`config.mk`:
```
export PLATFORM = sky130hd
export DESIGN_NAME = bm_mult_share_sched
export DESIGN_NICKNAME = d
export VERILOG_FILES = /design/src/rtl/bm_mult_share_sched.sv
export SDC_FILE = /design/constraint.sdc
export NUM_CORES = 1
export LEC_CHECK = 0
export CORE_MARGIN = 3
export CORE_UTILIZATION = 40
export CTS_CLUSTER_DIAMETER = 150
export DETAILED_ROUTE_END_ITERATION = 10
export SETUP_SLACK_MARGIN = 0.02
export SLEW_MARGIN = 40
export SYNTH_ARGS = -nofsm -noshare
export SYNTH_HDL_FRONTEND = slang
export SYNTH_SLANG_ARGS = --single-unit
```
`constraint.sdc`:
```
create_clock -name clock -period 10.4 [get_ports clock]
set_input_delay 3.12 -clock clock [delete_from_list [all_inputs] [get_ports clock]]
set_output_delay 3.12 -clock clock [all_outputs]
set_load 0.005 [all_outputs]
```
`src/rtl/bm_mult_share_sched.sv`:
```
// Shares one OPW x OPW unsigned multiplier among three requesters through a
// two-stage pipeline (operand register, result register) with a running accumulator.
module bm_mult_share_sched #(
  parameter int OPW  = 9,
  parameter int RESW = 36
) (
  input  logic              clock,
  input  logic              reset,
  input  logic [2:0]        req_valid,
  input  logic [3*OPW-1:0]  req_a,
  input  logic [3*OPW-1:0]  req_b,
  output logic [2:0]        req_ready,
  output logic              res_valid,
  output logic [1:0]        res_id,
  output logic [RESW-1:0]   res_data,
  input  logic              res_ready,
  input  logic              acc_clr,
  output logic [RESW-1:0]   acc_out,
  output logic              busy
);

  logic [1:0]        ptr;
  logic              s1_valid;
  logic [1:0]        s1_id;
  logic [OPW-1:0]    s1_a;
  logic [OPW-1:0]    s1_b;

  logic              stall;
  logic              gnt_any;
  logic [1:0]        gnt_idx;
  logic              accept;
  logic [OPW-1:0]    sel_a;
  logic [OPW-1:0]    sel_b;
  logic [2*OPW-1:0]  prod_full;
  logic [RESW-1:0]   prod;
  logic              s2_load;

  assign stall = res_valid & ~res_ready;

  // Round-robin search starting at ptr; the first requester found in order wins.
  always_comb begin
    logic [1:0] order [3];
    gnt_any = 1'b0;
    gnt_idx = 2'd0;
    case (ptr)
      2'd1:    begin order[0] = 2'd1; order[1] = 2'd2; order[2] = 2'd0; end
      2'd2:    begin order[0] = 2'd2; order[1] = 2'd0; order[2] = 2'd1; end
      default: begin order[0] = 2'd0; order[1] = 2'd1; order[2] = 2'd2; end
    endcase
    for (int k = 0; k < 3; k++) begin
      if (!gnt_any && req_valid[order[k]]) begin
        gnt_any = 1'b1;
        gnt_idx = order[k];
      end
    end
  end

  always_comb begin
    req_ready = 3'b000;
    if (gnt_any && !stall && !reset) begin
      req_ready = 3'b001 << gnt_idx;
    end
  end

  assign accept = |(req_valid & req_ready);

  always_comb begin
    sel_a = req_a[OPW-1:0];
    sel_b = req_b[OPW-1:0];
    case (gnt_idx)
      2'd1: begin
        sel_a = req_a[2*OPW-1:OPW];
        sel_b = req_b[2*OPW-1:OPW];
      end
      2'd2: begin
        sel_a = req_a[3*OPW-1:2*OPW];
        sel_b = req_b[3*OPW-1:2*OPW];
      end
      default: ;
    endcase
  end

  assign prod_full = s1_a * s1_b;
  assign prod      = RESW'(prod_full);
  assign s2_load   = ~stall & s1_valid;

  // Arbitration pointer and operand stage; operands are captured only on accept.
  always_ff @(posedge clock or posedge reset) begin
    if (reset) begin
      ptr      <= 2'd0;
      s1_valid <= 1'b0;
      s1_id    <= 2'd0;
      s1_a     <= '0;
      s1_b     <= '0;
    end else if (!stall) begin
      s1_valid <= accept;
      if (accept) begin
        s1_id <= gnt_idx;
        s1_a  <= sel_a;
        s1_b  <= sel_b;
        ptr   <= (gnt_idx == 2'd2) ? 2'd0 : gnt_idx + 2'd1;
      end
    end
  end

  always_ff @(posedge clock or posedge reset) begin
    if (reset) begin
      res_valid <= 1'b0;
      res_id    <= 2'd0;
      res_data  <= '0;
    end else if (!stall) begin
      res_valid <= s1_valid;
      res_id    <= s1_id;
      res_data  <= prod;
    end
  end

  // A clear coinciding with a load restarts the sum at that product.
  always_ff @(posedge clock or posedge reset) begin
    if (reset) begin
      acc_out <= '0;
    end else if (s2_load) begin
      acc_out <= acc_clr ? prod : acc_out + prod;
    end else if (acc_clr) begin
      acc_out <= '0;
    end
  end

  assign busy = s1_valid | res_valid;

endmodule

```
==> flow_summary.toml, run 1 <==
[outcome]
status = "complete, no violations"

[floorplan]
die_height_um = 147
row_count = 51
pin_count = 140
dieArea_sq_mm = 0.0217
core_region_area_sq_mm = 0.0195
die_x_um = 147
initial_core_util_pct = 40.9

[min_path]
min_path_type = "register to register"

[clocking]
cts_tree = "yes"
cts.repair.resized = 0
cts_hold_buf = 0
clkSinkCount = 80
root_buffer = "clkbuf_16"
clockBufferDepth = 2
post_cts_buffers = 0
cts_max_level = 3
insertion_delay_ns = 0.35
numCtsBuffers = 9
clk_pin_slew_worst_paths_ns = 0.06

[placement]
place_ws_ns = 1.38
place_hpwl_mm = 15.3
gp_congestion = 0.861
io_buffer_count = 121

[logic_synthesis]
synth_edf_count = 0
synthTopCellsByArea = "dfrtp_1 25%, fa_1 13%, ha_1 10%"
synth_warnings = 0
synth_top_family_by_area = "adder cells"
synth.top_cells.by_count = "144 x nand2_1, 89 x inv_1, 80 x dfrtp_1, 65 x ha_1, 65 x o21ai_0"
muxShareOfSynthArea_pct = 3.83
synth-seq-cells = 80
synth_adder_area_share_pct = 23.1
synth_cell_types = 71
syn_inst = 942
ys_seq_area_share_pct = 25.1
yosys.area_share.simple_pct = 20.6
syn_area_per_cell_sq_um = 8.47
synth_compound_area_share_pct = 17.4
synth_xor_area_share_pct = 1.87
synthFlopType = "dfrtp_1"
synth_top_area_share_pct = 25.1
netlist_area_sq_mm = 0.00798
synth_top_area_cell = "dfrtp_1"
synth.most_common_cell = "nand2_1"
async_reset_ff_share_pct = 100

[critical_path]
rr_worst_depth = 20
crit_path_end_kind = "output port"
cp_max_fo = 20
crit_type = "input pin to output port"
startpoint_type = "input pin"
critPathArrivalTime_ns = 5.87
r2r_start = "s1_a[4]$_DFFE_PP0P_"
critPathRequiredTime_ns = 7.28
worstSetupStartpoint = "req_valid[0]"
rrSetupSlack_ns = 3.66
r2r-end = "acc_out[25]$_DFFE_PP0P_"
crit_end = "req_ready[1]"

[global_routing]
gr-total-overflow = 0
grt_pass1_vias = 6428
grt_pass1_wl_mm = 32.5
grtUsageTotal_pct = 18.3
grt_start_max_net_pins = 81
antenna_found_initial = 0

[timing]
maxSlewHeadroom_pct = 47.3
setup_ws_ns = 1.41
finalHoldViolations = 0
fin_crit_sh_pct = 86.4
fmax_mhz = 111
setup_violations = 0
tightestPinTransition_ns = 0.783
setup_tns_ns = 0
fin_skew_ns = 0.00854
rsz0062_at_grt = "false"
fin_crit_ns = 8.99
slew_viol_final = 0

[drt]
remaining_drc_errors = 0
drt_iter0_markers = 369
drt-total-wl_mm = 19.6
viasPerCell = 5.11
wl_per_cell_um = 15.0
ant_nets = 0
first_pass_iters = 4
num_vias = 6668

[final_layout]
nets = 1213
diodes = 0
drive_gt1_share_pct = 5.87
area_growth_pct = 20.6

[flow_run]
drv_cap = 0
[final cells by class]
type / instances / area, sq um
Clock inverter: 4 / 28.8
Clock buffer: 11 / 243
Fill cell: 1943 / 9900
Inverter: 89 / 335
Multi-Input combinational cell: 729 / 5410
Sequential cell: 80 / 2000
Tap cell: 265 / 332
Timing Repair Buffer: 127 / 1270
[cell usage in the layout, fill, tap and decap left out, types with 12 or more instances in the layout]
cell type / netlist / layout
nand2_1: 144 / 143
clkdlybuf4s50_1: 0 / 120
inv_1: 89 / 88
dfrtp_1: 80 / 80
o21ai_0: 65 / 65
ha_1: 65 / 64
and2_1: 57 / 57
fa_1: 51 / 51
a21oi_1: 50 / 50
nor2_1: 42 / 42
a22oi_1: 22 / 22
mux2_2: 20 / 20
conb_1: 1 / 18
nor2b_1: 17 / 17
nor3_1: 12 / 12
[how the worst min path moves through the flow]
stage | start | to | depth (start not counted)
2_1_floorplan | s1_id[0]$_DFFE_PP0P_ | res_id[0]$_DFFE_PP0N_ | 2
3_3_place_gp | res_id[1]$_DFFE_PP0N_ | res_id[1]$_DFFE_PP0N_ | 2
3_5_place_dp | res_data[4]$_DFFE_PP0N_ | res_data[4]$_DFFE_PP0N_ | 2
4_1_cts | res_data[4]$_DFFE_PP0N_ | res_data[4]$_DFFE_PP0N_ | 2
5_1_grt | res_data[4]$_DFFE_PP0N_ | res_data[4]$_DFFE_PP0N_ | 2
6_report | res_data[4]$_DFFE_PP0N_ | res_data[4]$_DFFE_PP0N_ | 2
[registers in the layout, indices dropped and copies added, names as in the netlist]
name / cells
s1_valid: 1
ptr: 2
s1_a: 9
res_valid: 1
s1_id: 2
res_id: 2
s1_b: 9
res_data: 18
acc_out: 36
[critical path, cell delays in order]
cell,delay (ns)
clkdlybuf4s50_1,0.52
nor2_1,0.06
a22oi_1,0.16
nor2_1,0.05
o21ai_0,0.50
ha_1,0.74
and2_1,0.22
clkdlybuf4s50_1,0.50
[stage by stage]
| step | instance area [sq um] | hold slack (ns) | std cells | util [%] |
|---|---|---|---|---|
| final | 9620 | 0.474 | 1305 | 49.3 |
| after global routing | 9620 | 0.496 | 1305 | 49.3 |
| after CTS | 9590 | 0.468 | 1304 | 49.1 |
| after detailed placement | 9320 | 0.456 | 1289 | 47.7 |
| after global placement | 9310 | 0.451 | 1289 | 47.7 |
| after floorplan | 8040 | 0.446 | 959 | - |
[routing by layer]
metal,part of all wire [%],track usage [%]
met4,1.1,4.61
met3,4.9,3.18
met5,0,0
met1,50,26.9
met2,45,28.1
[kinds of logic (layout without fill, tap and decap cells)]
| kind of cell | after synthesis | in the layout |
|---|---|---|
| compound gates | 216 | 216 |
| fa+ha+maj | 117 | 117 |
| simple gates | 333 | 333 |
| buf+inv | 150 | 231 |
| mux | 28 | 28 |
| xor+xnor | 17 | 17 |
| flops | 80 | 80 |
| other cells | 1 | 18 |
Power of run 1 is left out: the tool's default activity adds up to more than one toggle a clock period on the data nets, which glitch-free logic cannot reach.
==> run 2: changes to the inputs <==
Settings changed: CTS_CLUSTER_SIZE from default to 8.
==> results of run 2 <==
The final DEF is identical to that of run 1; final timing and power are the same.
Power of run 2 is left out for the same reason.
==> run 3: changes to the inputs <==
Settings changed: CORE_UTILIZATION 40 to 55, PLACE_DENSITY from default to 0.83.
Clock period 10.4 ns to 11.3 ns, I/O delays scaled along.
==> run 3 against run 2 <==
Count of clock-buffer cells in the layout did not move; setup slack improved by 0.35 ns; die area fell by 26%.
==> flow_summary.toml, run 3 (same netlist as run 1, synthesis figures left out) <==
[critical_path]
crit_type = "input pin to output port"
worstSetupStartpoint = "req_valid[0]"
critPathArrivalTime_ns = 6.15
r2r_start = "s1_a[2]$_DFFE_PP0P_"
startpoint_type = "input pin"
rrSetupSlack_ns = 4.57
critPathRequiredTime_ns = 7.91
crit_chain = "clkdlybuf4s50_1 -> nor2_1 -> a22oi_1 -> nor2_1 -> o21ai_0 -> ha_1 -> and2_1 -> clkdlybuf4s50_1"
cpPeakStageDelay_ns = 0.71
r2r-end = "acc_out[32]$_DFFE_PP0P_"
cp_slowest_cell = "ha_1"
rr_worst_depth = 19
crit_path_end_kind = "output port"
cp_max_fo = 20

[global_routing]
gr-total-overflow = 0
antenna_found_initial = 0
grt_pass1_vias = 6760
grtUsageTotal_pct = 23.8
grt_pass1_wl_mm = 31.7
grt_start_max_net_pins = 81

[timing]
fin_crit_ns = 9.54
tightestPinTransition_ns = 0.787
setup_violations = 0
finalHoldViolations = 0
slew_viol_final = 0
fin_skew_ns = 0.00696
fin_crit_sh_pct = 84.4
setup_tns_ns = 0
rsz0062_at_grt = "false"
fmax_mhz = 105
maxSlewHeadroom_pct = 47.1

[final_layout]
largest_register_ffs = 36
drive_gt1_share_pct = 5.87
final_cell_mix = "143 x nand2_1, 120 x clkdlybuf4s50_1, 88 x inv_1"
top_register = "acc_out"
reg.largest.list = "acc_out x36, res_data x18"
final_cells = 1220
layout_commonest_cell = "nand2_1"
nets = 1212
area_growth_pct = 19.4
post-route-util_pct = 67.8
diodes = 0
final_cell_area_sq_mm = 0.00952

[min_path]
min_path_type = "register to register"
min_to = "res_data[4]$_DFFE_PP0N_"
min-delay-start = "res_data[4]$_DFFE_PP0N_"
hold_depth = 2

[clocking]
insertion_delay_ns = 0.34
clockBufferDepth = 2
cts.repair.resized = 0
cts_hold_buf = 0
numCtsBuffers = 9
post_cts_buffers = 0
cts_max_level = 3
clkSinkCount = 80
cts_tree = "yes"
root_buffer = "clkbuf_16"
clk_pin_slew_worst_paths_ns = 0.06

[floorplan]
core_region_area_sq_mm = 0.0140
pin_count = 140
die_height_um = 126
initial_core_util_pct = 56.8
row_count = 43
dieArea_sq_mm = 0.0160
die_x_um = 126

[placement]
gp_congestion = 0.890
place_hpwl_mm = 14.4
io_buffer_count = 121
postPlaceCellArea_sq_mm = 0.00921
dpl.cell_count = 1204

[drt]
remaining_drc_errors = 0
viasPerCell = 5.66
drt-total-wl_mm = 18.7
num_vias = 6903
drt_iter0_markers = 406
first_pass_iters = 8
wl_per_cell_um = 15.3
ant_nets = 0

[outcome]
status = "complete, no violations"

[flow_run]
drv_cap = 0
run 3: worst max-delay path: cells and delay by family:
kind | cells | cell delay, ns
fa+ha+maj | 1 | 0.71
simple gates | 3 | 0.34
buf+inv | 2 | 1.04
compound gates | 2 | 0.67
run 3: worst max-delay path by stage:
| stage | cells past startpoint | endpoint |
|---|---|---|
| 3_3_place_gp | 8 | req_ready[1] |
| 5_1_grt | 8 | req_ready[1] |
| 2_1_floorplan | 8 | req_ready[1] |
| 4_1_cts | 8 | req_ready[1] |
| 6_report | 8 | req_ready[1] |
| 3_5_place_dp | 8 | req_ready[1] |
run 3: area by class of cell:
cell class	instances	area, sq um
multi-input combinational	729	5410
fill	1123	4520
sequential	80	2000
timing repair buffer	126	1250
inverter	89	335
clock buffer	11	243
tap	180	225
clock inverter	5	65.1
run 3: stage by stage:
stage / worst slack [ns] / hold slack (ns)
final: 1.76 / 0.476
after global placement: 1.83 / 0.453
after floorplan: 2.91 / 0.446
after CTS: 1.74 / 0.472
after global routing: 1.43 / 0.507
after detailed placement: 1.73 / 0.459
run 3: metal layers:
layer | up-vias | track usage, % | part of all wire (%)
li1 | 3355 | - | -
met1 | 3292 | 32.8 | 45
met2 | 236 | 38.7 | 47
met3 | 20 | 3.71 | 5.6
met4 | 0 | 7.26 | 1.9
met5 | - | 0 | 0
Power of run 3 is left out for the same reason.
